--- src/rtl/dt_peak_scan.sv ---
// Raster-scans the 128x128 distance-transform result RAM, reporting the peak value, its first location and the nonzero count.
// Optional: define DT_PEAK_SUM_EN to add a 22-bit sum_val output accumulating every pixel value.
module dt_peak_scan (
    input  logic        clk,
    input  logic        reset,
    input  logic        start,
    output logic        res_rd,
    output logic [13:0] res_addr,
    input  logic [7:0]  res_di,
    output logic        busy,
    output logic        valid,
    output logic [7:0]  max_val,
    output logic [6:0]  max_row,
    output logic [6:0]  max_col,
    output logic [14:0] obj_cnt
`ifdef DT_PEAK_SUM_EN
   ,output logic [21:0] sum_val
`endif
);

    typedef enum logic [1:0] {IDLE, SCAN, DRAIN, DONE} state_t;

    state_t      state_q;
    logic        armed_q;
    logic        rd_q;
    logic [13:0] addr_q;
    logic        busy_q;
    logic        valid_q;
    logic [7:0]  maxVal_q;
    logic [6:0]  maxRow_q;
    logic [6:0]  maxCol_q;
    logic [14:0] objCnt_q;

    logic        newPeak_d;
    logic        nonZero_d;
    logic [14:0] objCnt_d;

    assign newPeak_d = (res_di > maxVal_q);
    assign nonZero_d = (res_di != 8'd0);
    assign objCnt_d  = objCnt_q + 15'd1;

`ifdef DT_PEAK_SUM_EN
    logic [21:0] sum_q;
    logic [21:0] sum_d;

    assign sum_d   = sum_q + {14'd0, res_di};
    assign sum_val = sum_q;

    always_ff @(posedge clk or negedge reset) begin
        if (!reset) begin
            sum_q <= 22'd0;
        end else if (state_q == IDLE && start && armed_q) begin
            sum_q <= 22'd0;
        end else if (rd_q) begin
            sum_q <= sum_d;
        end
    end
`endif

    // rd_q high means res_di carries the datum for addr_q this cycle, so it doubles as the accumulate enable.
    always_ff @(posedge clk or negedge reset) begin
        if (!reset) begin
            state_q  <= IDLE;
            armed_q  <= 1'b1;
            rd_q     <= 1'b0;
            addr_q   <= 14'd0;
            busy_q   <= 1'b0;
            valid_q  <= 1'b0;
            maxVal_q <= 8'd0;
            maxRow_q <= 7'd0;
            maxCol_q <= 7'd0;
            objCnt_q <= 15'd0;
        end else begin
            if (!start) begin
                armed_q <= 1'b1;
            end

            if (rd_q) begin
                if (newPeak_d) begin
                    maxVal_q <= res_di;
                    maxRow_q <= addr_q[13:7];
                    maxCol_q <= addr_q[6:0];
                end
                if (nonZero_d) begin
                    objCnt_q <= objCnt_d;
                end
            end

            case (state_q)
                IDLE: begin
                    if (start && armed_q) begin
                        state_q  <= SCAN;
                        armed_q  <= 1'b0;
                        rd_q     <= 1'b1;
                        addr_q   <= 14'd0;
                        busy_q   <= 1'b1;
                        valid_q  <= 1'b0;
                        maxVal_q <= 8'd0;
                        maxRow_q <= 7'd0;
                        maxCol_q <= 7'd0;
                        objCnt_q <= 15'd0;
                    end
                end
                SCAN: begin
                    addr_q <= addr_q + 14'd1;
                    if (addr_q == 14'd16382) begin
                        state_q <= DRAIN;
                    end
                end
                DRAIN: begin
                    // First DRAIN cycle still reads address 16383; the second one finishes.
                    if (rd_q) begin
                        rd_q <= 1'b0;
                    end else begin
                        state_q <= DONE;
                        busy_q  <= 1'b0;
                        valid_q <= 1'b1;
                    end
                end
                DONE: begin
                    if (!start) begin
                        state_q <= IDLE;
                    end
                end
                default: state_q <= IDLE;
            endcase
        end
    end

    assign res_rd   = rd_q;
    assign res_addr = addr_q;
    assign busy     = busy_q;
    assign valid    = valid_q;
    assign max_val  = maxVal_q;
    assign max_row  = maxRow_q;
    assign max_col  = maxCol_q;
    assign obj_cnt  = objCnt_q;

endmodule
--- config.mk ---
export PLATFORM = sky130hd
export DESIGN_NAME = dt_peak_scan
export DESIGN_NICKNAME = d
export VERILOG_FILES = /design/src/rtl/dt_peak_scan.sv
export SDC_FILE = /design/constraint.sdc
export NUM_CORES = 1
export LEC_CHECK = 0
export BUFFER_PORTS_ARGS = -buffer_cell sky130_fd_sc_hd__buf_2
export CORE_MARGIN = 2
export CORE_UTILIZATION = 54
export DETAILED_ROUTE_END_ITERATION = 10
export PLACE_DENSITY = 0.84
export SYNTH_ARGS = -nofsm -noshare
export SYNTH_HDL_FRONTEND = slang
export SYNTH_SLANG_ARGS = --single-unit
export TNS_END_PERCENT = 1
--- constraint.sdc ---
create_clock -name clk -period 2.6 [get_ports clk]
set_input_delay 0.26 -clock clk [delete_from_list [all_inputs] [get_ports clk]]
set_output_delay 0.26 -clock clk [all_outputs]
set_load 0.1 [all_outputs]
Yosys cells after proc, flatten, opt, wreduce, memory -nomap -nowiden
Cells that the tools add are included.

storage, ports and cells
  register bits after elaboration = 57
  input bits = 11
  output and inout bits = 54
  logic and storage cells = 63

operators by class
  add/sub/neg operators = 2
  order comparisons = 1
  equality and inequality tests = 8
  muxes and demuxes = 33
  reduce and logical (&&, ||, !) cells = 9

operators with widths
  operator                 count
  $mux W15                 4
  $mux W7                  8
  $mux W8                  4
  $pmux W14 S2             1
  $add A15 B1 Y15 const B  1
  $add A14 B1 Y14 const B  1
  $eq A14 B14 Y1 const B   1
  $mux W14                 1
  $gt A8 B8 Y1             1
  $mux W2                  4
  $ne A2 B2 Y1 const B     4
  $pmux W2 S4              1
  $reduce_bool A8 Y1       1
  $mux W1                  7
  $pmux W1 S2              3
  $eq A2 B2 Y1 const B     2
  $reduce_and A2 Y1        2
  $reduce_and A4 Y1        1
  $reduce_bool A2 Y1       2
  $reduce_and A3 Y1        1
  $eq A2 B1 Y1 const B     1
  $logic_not A2 Y1         1
  $logic_and A1 B1 Y1      1

Logic depth before layout (Yosys ltp)
  word-level depth = 5
  mapped depth = 8
  mapped depth without buffers = 7

Worst setup path after synthesis
No wires, ideal clock.

  kind = register to register
  start point = register maxVal_q[7] (netlist: max_val[7])
  end point = register maxCol_q[3] (netlist: max_col[3])
  setup time = 136 ps
  arrival time = 2,387 ps
  data required time = 2,464 ps
  slack = 77 ps
  cell stages (with the launch flop) = 9
  path buffers = 1
  clock period less this slack = 2,523 ps
  cells stage by stage = dfrtp_1 > inv_1 > ha_1 > and3_1 > a221o_1 > o211a_1 > clkbuf_1 > o21ai_0 > a21oi_1

on the way
  word-level cells in the longest chain between the ends = 5

RTL lines
  what                    RTL line  source
  from (decl)             29        logic [7:0] maxVal_q;
  from (signal assigned)  80        maxVal_q <= res_di;
  $gt A8 B8 Y1 (*)        38        assign newPeak_d = (res_di > maxVal_q);
  $mux W7 (*)             79        if (newPeak_d) begin
  $mux W7 (*)             78        if (rd_q) begin
  $mux W7                 91        if (start && armed_q) begin
  $mux W7 (*)             89        case (state_q)
  to (signal assigned)    82        maxCol_q <= addr_q[6:0];
  to (decl)               31        logic [6:0] maxCol_q;

Mark *: on every way between the ends. The rest lies on a longest branch, timed or not.
A chain may end at the register's enable or synchronous reset.

Worst setup path in the final report
  start point = register state_q[1]
  end point = register addr_q[10] (netlist: res_addr[10])

on the way
  word-level cells in the longest chain between the ends = 3
  elaborated cells between the ends (all ways) = 6
  classes of those cells = eq/ne: 2; mux: 1; reduce/logical: 3

RTL lines
  what                                                                 RTL line  source
  from (decl)                                                          23        state_t state_q;
  from (signal assigned)                                               63        state_q <= IDLE;
  from (signal assigned)                                               92        state_q <= SCAN;
  from (signal assigned)                                               107       state_q <= DRAIN;
  $eq A2 B1 Y1 or $logic_not A2 Y1 (tied branches)                     89
  $reduce_bool A2 Y1 (no source line) or $ne A2 B2 Y1 (tied branches)  --
  $reduce_and A2 Y1 (no source line)                                   --
  to (signal assigned)                                                 105       addr_q <= addr_q + 14'd1;
  to (decl)                                                            26        logic [13:0] addr_q;

Several ways; a longest one is shown, not always the timed one.

==> flow_summary.yaml <==
floorplan:
  start_util_pct: 55.12
  top_level_ports: 65
  floorplan.core_area_sq_mm: 0.005405
  chipHeight_microns: 78.28
  fp.dieW_microns: 78.28
  placement_rows: 27
  die_area_sq_mm: 0.006127
global_route:
  grt.overflow.total: 0
  grt_pass1_wl_mm: 11.77
  grt_pass1_vias: 2465
  antenna_found_initial: 0
  grt_max_degree: 41
  global_route.usage.total_pct: 24.66
timing:
  timing.final.ws_setup_ns: 0.2462
  final_max_slew_viols: 0
  finalWorstPathRequiredPeriod_ns: 2.354
  max_freq_ghz: 0.4248
  fin_setup_tns_ns: 0
  finalHoldViolCount: 0
  setup_viol_count_final: 0
  layout_worst_path_cycle_share_pct: 90.53
  relSlewSlack_pct: 19.24
  least_margin_pin_slew_ns: 1.199
  rsz0062_at_grt: "false"
  timing.clock.skew_ns: 0.006657
critical_path:
  cpMaxStageDelayCell: "o21ai_0"
  critical_path_required_ns: 2.80
  critical_path.startpoint_type: "flop"
  endpoint_kind: "flop"
  worst_path_cell_trace: "inv_1 > ha_1 > o21ai_0 > nor4_1 > xnor2_1 > nor2_1"
  signal_arrival_time_at_the_worst_endpoint_ns: 2.55
  path_max_fanout: 11
  timing_worst_setup_path_type: "reg -> reg"
  crit_path_max_incr_delay_ns: 0.98
final_layout:
  stdcell_count: 456
  most_used_cells_in_the_layout_excluding_fill_and_tap_cells: "buf_2, dfrtp_1, o21ai_0"
  flow.area_growth_from_synthesis_pct: 20.24
  nFillCells: 442
  antenna_cells_inserted: 0
  drive_above_1_share_pct: 24.74
  final_nets: 407
  mostFrequentLayoutCell: "buf_2"
placed_design:
  detailedPlacementHpwl_mm: 4.979
  place_worst_setup_slack_ns: 0.3161
  io_buffers: 64
  gp_congestion: 0.8771
  placedCellCount: 441
synth:
  avg_cell_area_syn_sq_um: 9.457
  synth-seq-area-share_pct: 47.92
  post_synth_instance_area_sq_mm: 0.002979
  syn_nets: 342
  post_synth_inst_count: 315
  synth-seq-cells: 57
  asyncSetResetFlopFracSynth_pct: 100.0
  synth.distinct_cells: 44
  ys.warnings.count: 0
  synth_flop_cell: "dfrtp_1"
  number_of_enable_flip_flop_cells_after_synthesis: 0
worst_hold_path:
  hold_class: "in -> async"
routing:
  m1WireLength_mm: 3.186
  drtIter0Drc: 192
  dr_vias: 2617
  top_layer_used: "met4"
  drt-vias-per-instance: 5.739
  route.detailed.drc: 0
  met3WireLength_microns: 385
  routedWlPerCell_microns: 15.69
  wl_met2_mm: 3.432
  wl_mm: 7.156
  postRouteAntennaNets: 0
  pre_repair_dr_iteration_count: 4
cts:
  numClockSinks: 57
  clock_latency_reported_for_the_late_side_of_the_worst_skew_pair_ns: 0.33
  cts-resized-gates: 0
  ctsHtreeMaxLevel: 3
  post_cts_buffers: 0
  clockBufferDepth: 2
  cts_buffers: 9
  clkTransAtPathRegs_ns: 0.06
  cts.hold.buffers_added: 0
  cts_tree: "done"
  ctsRootBufferMaster: "clkbuf_8"
pwr:
  irDropWorstVdd_uv: 828.7
  power.share.sequential_pct: 28.9
  intPower_mw: 1.968
  power_density_mw_per_mm2: 1174
  switchingPower_mw: 2.238
  switching_fraction_pct: 53.20
  clkPwrFrac_pct: 21.1
  power.leakage_nw: 1.698
  share_comb_of_total_power_pct: 50.1
outcome:
  run_status: "finished clean"
flow_run:
  maxCapViolCount: 0
metrics by stage:
stage,hold slack [ns],util (%),area (sq um),power [mW]
6_report,0.05815,66.27,3582,4.206
5_1_grt,0.1040,66.27,3582,4.392
4_1_cts,0.06983,66.27,3582,4.211
3_5_place_dp,0.4380,62.31,3368,3.324
3_3_place_gp,0.4292,62.31,3368,3.275
2_1_floorplan,-0.03559,-,2979,2.951
state kept, by name (all words and copies together) (netlist names):
name / count
max_col: 7
max_val: 8
res_addr: 14
max_row: 7
res_rd: 1
armed_q: 1
state_q: 2
busy: 1
valid: 1
obj_cnt: 15
power by group through the flow:
| stage | Sequential, mW | Combinational (mW) | Clock [mW] |
|---|---|---|---|
| global placement | 1.22 | 2.05 | 0 |
| finish | 1.21 | 2.11 | 0.886 |
| detailed placement | 1.23 | 2.10 | 0 |
| global route | 1.24 | 2.20 | 0.944 |
| CTS | 1.21 | 2.10 | 0.899 |
| floorplan | 2.45 | 0.506 | 0 |
cell usage after synthesis, types with 2 or more instances:
| cell type | instances | area share, % |
|---|---|---|
| nor3_1 | 3 | 0.50 |
| o21ai_0 | 35 | 5.9 |
| or3_1 | 3 | 0.63 |
| a21oi_1 | 30 | 5.0 |
| inv_1 | 15 | 1.9 |
| xnor2_1 | 8 | 2.4 |
| mux2i_1 | 3 | 1.0 |
| nand3_1 | 30 | 5.0 |
| dfrtp_1 | 56 | 47 |
| nor4_1 | 5 | 1.0 |
| o21a_1 | 2 | 0.50 |
| clkbuf_1 | 11 | 1.4 |
| a211oi_1 | 2 | 0.50 |
| o31ai_1 | 2 | 0.50 |
| nor2_1 | 25 | 3.1 |
| nor2b_1 | 2 | 0.42 |
| and3_1 | 2 | 0.42 |
| o211ai_1 | 2 | 0.50 |
| nand2_1 | 19 | 2.4 |
| xor2_1 | 11 | 3.2 |
| ha_1 | 16 | 6.7 |
| nand4_1 | 9 | 1.9 |
| buf_2 | 3 | 0.50 |
worst paths after layout:
kind                            start      endpoint  slack, ns  depth (start not counted)
max                        state_q[1]  res_addr[10]       0.25                          6
min                             reset    max_val[2]       0.06                          1
max reg2reg                state_q[1]  res_addr[10]       0.25                          6
min reg2reg                     valid         valid       0.50                          2
max in group asynchronous       reset       armed_q       1.80                          2
min in group clk                start       armed_q       0.17                          2
worst max-delay path, delay by kind of cell, from the launching register on:
kind	cells	cell delay [ns]
compound gates	1	0.98
xor+xnor	1	0.22
fa+ha+maj	1	0.31
buf+inv	1	0.10
flops	1	0.39
simple gates	2	0.21
layout make-up:
type / count / area, sq um / share of cell area (%)
clock buffers: 13 / 178.9 / 4.995
clock inverters: 2 / 35.03 / 0.9780
inverters: 16 / 60.06 / 1.677
multi-input cells: 227 / 1433 / 39.99
flip-flops and latches: 57 / 1428 / 39.85
well taps: 72 / 90.09 / 2.515
repair buffers: 69 / 357.8 / 9.990
logic make-up (layout without fill, tap and decap cells):
group / count (synthesis) / after routing / share of synthesized area [%]
AO/OA/AOI/OAI: 83 / 83 / 16.38
XOR/XNOR: 19 / 19 / 5.586
adder cells (fa/ha/maj): 16 / 16 / 6.720
buffers and inverters: 31 / 100 / 4.158
flip-flops: 57 / 57 / 47.92
multiplexers: 4 / 4 / 1.512
AND/OR/NAND/NOR: 105 / 105 / 17.72
per-layer routing:
metal | track usage (%) | vias to the layer above
met4 | 9.825 | 0
li1 | - | 1241
met5 | 0 | -
met1 | 32.35 | 1272
met2 | 39.22 | 88
met3 | 6.437 | 16
No activity file was read; power rests on OpenSTA's default activity.
